`config.mk`:
```
export PLATFORM = sky130hd
export DESIGN_NAME = fifo_wr_arb
export DESIGN_NICKNAME = d
export VERILOG_FILES = /design/src/rtl/fifo_wr_arb_pkg.sv /design/src/rtl/fifo_wr_arb_ns.sv /design/src/rtl/fifo_wr_arb.sv
export SDC_FILE = /design/constraint.sdc
export NUM_CORES = 1
export LEC_CHECK = 0
export CORE_MARGIN = 1
export CORE_UTILIZATION = 33
export DETAILED_ROUTE_END_ITERATION = 10
export PLACE_DENSITY = 0.83
export REMOVE_ABC_BUFFERS = 1
export SKIP_CTS_REPAIR_TIMING = 1
export SYNTH_ARGS = -nofsm -noshare
export SYNTH_HDL_FRONTEND = slang
export SYNTH_HIERARCHICAL = 1
export SYNTH_SLANG_ARGS = --single-unit
```
`constraint.sdc`:
```
create_clock -name clk -period 2.7 [get_ports clk]
set_input_delay 0.54 -clock clk [delete_from_list [all_inputs] [get_ports clk]]
set_output_delay 0.54 -clock clk [all_outputs]
set_load 0.005 [all_outputs]
```
`src/rtl/fifo_wr_arb_pkg.sv`:
```
// Shared types and constants for the FIFO write-port arbiter.
// The optional statistics counters are enabled by FIFO_WR_ARB_STAT_EN.
package fifo_wr_arb_pkg;

    localparam int DW_DEF = 32;
    localparam int LW_DEF = 2;
    localparam int STAT_W = 8;

    // 2'b11 is unused and recovers to IDLE
    typedef enum logic [1:0] {
        IDLE   = 2'b00,
        BURST0 = 2'b01,
        BURST1 = 2'b10
    } state_t;

endpackage

```
`src/rtl/fifo_wr_arb_ns.sv`:
```
// Combinational next-state, burst-counter and round-robin logic for fifo_wr_arb.
// state | meaning: IDLE = no owner, BURST0 = producer 0 owns port, BURST1 = producer 1 owns port
module fifo_wr_arb_ns
    import fifo_wr_arb_pkg::*;
#(
    parameter int LW = LW_DEF
) (
    input  state_t          state_i,
    input  logic [LW-1:0]   beat_cnt_i,
    input  logic            last_i,
    input  logic            req0_i,
    input  logic [LW-1:0]   len0_i,
    input  logic            req1_i,
    input  logic [LW-1:0]   len1_i,
    input  logic            fifo_full_i,
    output state_t          state_o,
    output logic [LW-1:0]   beat_cnt_o,
    output logic            last_o,
    output logic            abort_o
);

    logic do_arb;
    logic arb_last;

    always_comb begin
        state_o    = IDLE;
        beat_cnt_o = beat_cnt_i;
        last_o     = last_i;
        abort_o    = 1'b0;
        do_arb     = 1'b0;
        arb_last   = last_i;

        case (state_i)
            IDLE: do_arb = 1'b1;
            BURST0: begin
                if (!req0_i) begin
                    last_o  = 1'b0;
                    abort_o = 1'b1;
                end else if (fifo_full_i) begin
                    state_o = BURST0;
                end else if (beat_cnt_i != '0) begin
                    state_o    = BURST0;
                    beat_cnt_o = beat_cnt_i - LW'(1);
                end else begin
                    last_o   = 1'b0;
                    arb_last = 1'b0;
                    do_arb   = 1'b1;
                end
            end
            BURST1: begin
                if (!req1_i) begin
                    last_o  = 1'b1;
                    abort_o = 1'b1;
                end else if (fifo_full_i) begin
                    state_o = BURST1;
                end else if (beat_cnt_i != '0) begin
                    state_o    = BURST1;
                    beat_cnt_o = beat_cnt_i - LW'(1);
                end else begin
                    last_o   = 1'b1;
                    arb_last = 1'b1;
                    do_arb   = 1'b1;
                end
            end
            default: state_o = IDLE;
        endcase

        // On a tie the producer not served last wins
        if (do_arb) begin
            if (req0_i && (!req1_i || arb_last)) begin
                state_o    = BURST0;
                beat_cnt_o = len0_i;
            end else if (req1_i) begin
                state_o    = BURST1;
                beat_cnt_o = len1_i;
            end else begin
                state_o = IDLE;
            end
        end
    end

endmodule

```
`src/rtl/fifo_wr_arb.sv`:
```
// Two-producer round-robin write-port arbiter with burst lock for the 8-entry FIFO.
// Define FIFO_WR_ARB_STAT_EN to add saturating beat and stall counters.
module fifo_wr_arb
    import fifo_wr_arb_pkg::*;
#(
    parameter int DW = DW_DEF,
    parameter int LW = LW_DEF
) (
    input  logic            clk,
    input  logic            reset,
    input  logic            req0,
    input  logic [LW-1:0]   len0,
    input  logic [DW-1:0]   din0,
    input  logic            req1,
    input  logic [LW-1:0]   len1,
    input  logic [DW-1:0]   din1,
    input  logic            fifo_full,
    output logic            gnt0,
    output logic            gnt1,
    output logic            fifo_wr_en,
    output logic [DW-1:0]   fifo_din,
    output logic            abort
`ifdef FIFO_WR_ARB_STAT_EN
    ,
    output logic [STAT_W-1:0] beats0,
    output logic [STAT_W-1:0] beats1,
    output logic [STAT_W-1:0] stall_cnt
`endif
);

    state_t          state_q, state_d;
    logic [LW-1:0]   beat_cnt_q, beat_cnt_d;
    logic            last_q, last_d;
    logic            abort_q, abort_d;

    fifo_wr_arb_ns #(.LW(LW)) u_ns (
        .state_i     (state_q),
        .beat_cnt_i  (beat_cnt_q),
        .last_i      (last_q),
        .req0_i      (req0),
        .len0_i      (len0),
        .req1_i      (req1),
        .len1_i      (len1),
        .fifo_full_i (fifo_full),
        .state_o     (state_d),
        .beat_cnt_o  (beat_cnt_d),
        .last_o      (last_d),
        .abort_o     (abort_d)
    );

    always_ff @(posedge clk) begin
        if (reset) begin
            state_q    <= IDLE;
            beat_cnt_q <= '0;
            last_q     <= 1'b1;
            abort_q    <= 1'b0;
        end else begin
            state_q    <= state_d;
            beat_cnt_q <= beat_cnt_d;
            last_q     <= last_d;
            abort_q    <= abort_d;
        end
    end

    // Grants are masked while reset is held so the write port is quiet from time zero
    assign gnt0       = (state_q == BURST0) && !reset;
    assign gnt1       = (state_q == BURST1) && !reset;
    assign fifo_wr_en = ((gnt0 && req0) || (gnt1 && req1)) && !fifo_full;
    assign fifo_din   = gnt1 ? din1 : (gnt0 ? din0 : '0);
    assign abort      = abort_q;

`ifdef FIFO_WR_ARB_STAT_EN
    logic [STAT_W-1:0] beats0_q, beats1_q, stall_q;

    always_ff @(posedge clk) begin
        if (reset) begin
            beats0_q <= '0;
            beats1_q <= '0;
            stall_q  <= '0;
        end else begin
            if (fifo_wr_en && gnt0 && (beats0_q != '1))
                beats0_q <= beats0_q + STAT_W'(1);
            if (fifo_wr_en && gnt1 && (beats1_q != '1))
                beats1_q <= beats1_q + STAT_W'(1);
            if ((gnt0 || gnt1) && fifo_full && (stall_q != '1))
                stall_q <= stall_q + STAT_W'(1);
        end
    end

    assign beats0    = beats0_q;
    assign beats1    = beats1_q;
    assign stall_cnt = stall_q;
`endif

endmodule

```
==> run metrics <==
status complete, no violations; yosys synthesis warning count 6; CP endpoint kind output port; Post-route DRC 0; CP Max Fanout 41; fillers 333; Inst Count DP 325; worst path arrival time 1.93 ns; EDFF count, synth 0; number of antenna diodes 0; Final Util 0.652; CORE AREA 0.00377 mm2; maxcap violations 0; final antenna-violating net count 0; largest net degree at the start of global routing 71; Post-Syn Instances 184; final period utilization 0.913; area delta synth->final 83.3%; H-tree depth 1; CP Cell Sequence clkdlybuf4s50_1, buf_12, a211oi_2, clkdlybuf4s50_1; Core Rows 22; kind of critical path in -> out; synth unique cells 41; met1 Usage GRT 0.215; Total Routing Usage GR 0.193; dpl hpwl 3240 um; Max-slew headroom 0.756; maximum clock frequency 0.406 GHz; Die Height 65.8 um; busiest layer in global routing met2; CTS Root Cell clkbuf_8; VDD IR max 0.000136 V; Layout Skew 0.000649 ns; CP top delay family buffers and inverters; Post-synth ARST share 0; cell repeated most along the worst path clkdlybuf4s50_1; Final setup violation count 0; WL final 4420 um; Die Wd 65.8 um; worst path bufs/invs 3; vias in the first global route 1546; fin crit period 2.47 ns; worst hold path type reg -> reg; DR WL/cell 13.5 um; TritonRoute pass-1 iters 5; Final GP Congestion 0.869; GR met3 Demand/Resource 0.0330; first-pass GRT wire length 6730 um; Top FF cell, synth dfxtp_1; final hold viol count 0; Longest Clk Path Bufs 2; Detailed Route Iter0 Violations 75; Worst-Margin Slew 0.357 ns; die area 0.00432 mm2; # nets final 359; final slew viol count 0; clk slew on worst S/H paths 0.03 ns; DR vias/cell 5.21; CTS tree built; Clock Sinks 6; aggregate global routing overflow 0; TritonCTS Buffers 3; Syn Area/Cell 7.29 um2; Final Instance Count excl. Fillers 328; GRT met2 Usage 0.369; clk_lat worst skew 0.22 ns; PortBufs 108; # IOs 109; Yosys reg bits 6; PwrDens 282 mW/mm2; Leak 0.777 nW; Starting Density 0.356; post-synthesis sequential area ratio 0.0896; layout cells sized above 1 0.0714; Vias 1708; Required @ worst endpoint 2.16 ns; initial antenna violation count 0; RSZ-0062 raised after global routing false; Mapped Area 0.00134 mm2; startpoint types primary input; Crit-path slowest cell clkdlybuf4s50_1; critical path's largest stage delay 0.53 ns
==> area by class of cell <==
cell class / count / area (um2) / area share
Timing Repair Buffer: 113 / 1140 / 0.465
Multi-Input combinational cell: 154 / 1080 / 0.438
Sequential cell: 6 / 123 / 0.0499
Tap cell: 48 / 60.1 / 0.0244
Clock buffer: 3 / 41.3 / 0.0168
Inverter: 4 / 15.0 / 0.00611
==> final timing paths <==
kind / from / end / slack [ns] / depth (start not counted)
hold reg to reg: last_q$_SDFF_PP1_ / last_q$_SDFF_PP1_ / 0.65 / 3
setup / recovery: reset / fifo_wr_en / 0.23 / 4
hold / removal: last_q$_SDFF_PP1_ / last_q$_SDFF_PP1_ / 0.65 / 3
setup reg to reg: state_q[0]$_SDFF_PP0_ / beat_cnt_q[1]$_SDFF_PP0_ / 0.52 / 8
==> placed cells by master (no fill, tap or decap), types with 2 or more instances in the layout <==
cell and n:
nor2_1 4, nand3_1 2, a21oi_1 34, nand2b_1 2, nor2b_1 5, clkbuf_8 3
dfxtp_2 2, nand3b_1 66, nand2_1 8, dfxtp_1 4, nor3b_2 2, ha_1 4
buf_12 2, clkdlybuf4s50_1 108, o21ai_0 2, inv_1 4, buf_4 3
==> synthesized netlist by cell type (2+ instances only) <==
library cell,n,area [um2]
nand2b_1,2,12.5
o21ai_0,2,10.0
buf_2,5,25.0
nor3b_2,2,25.0
nand2_1,8,30.0
a21oi_1,34,170
inv_1,4,15.0
dfxtp_1,6,120
nor2b_1,5,31.3
nand3_1,2,10.0
clkbuf_1,7,26.3
nand3b_1,66,495
buf_4,3,22.5
ha_1,4,50.1
buf_6,5,56.3
nor2_1,4,15.0
==> worst min-delay path, cell delays in order, from the launching register on <==
cell	delay, ns
dfxtp_1	0.38
a21oi_1	0.06
nor2_1	0.08
or2_2	0.10
==> metrics by stage <==
stage	TNS [ns]	power (mW)	hold WS (ns)	cell area (um2)	worst slack [ns]
after floorplan	-0.872	0.333	0.579	1210	-0.303
after global placement	0	0.560	0.627	2420	0.240
after detailed placement	0	0.564	0.626	2420	0.229
after CTS	0	0.698	0.637	2460	0.222
after global routing	0	0.746	0.710	2460	0.172
final	0	0.694	0.646	2460	0.234
==> report_power, final <==
group	internal [mW]	leakage, nW	switching, mW	total (mW)
logic	0.272	0.705	0.173	0.445
registers	0.102	0.0502	0.0177	0.120
clock network	0.0953	0.0216	0.0336	0.129
total	0.469	0.777	0.224	0.694
==> per-layer routing <==
layer / wire, um / part of all wire
met2: 2270 / 0.51
met3: 305 / 0.069
met4: 53 / 0.012
met1: 1790 / 0.41
met5: 0 / 0
==> flip-flops by register name, indices dropped and copies added, names as in the netlist <==
name,cells
state_q,2
last_q,1
abort,1
beat_cnt_q,2
==> cell families (layout without fill, tap and decap cells) <==
| logic type | count (synthesis) | in the layout | synth area share |
|---|---|---|---|
| buf+inv | 24 | 120 | 0.108 |
| mux | 2 | 2 | 0.0196 |
| flops | 6 | 6 | 0.0896 |
| simple gates | 98 | 98 | 0.521 |
| fa+ha+maj | 4 | 4 | 0.0373 |
| compound gates | 50 | 50 | 0.224 |
(Power assumes the default switching activity.)
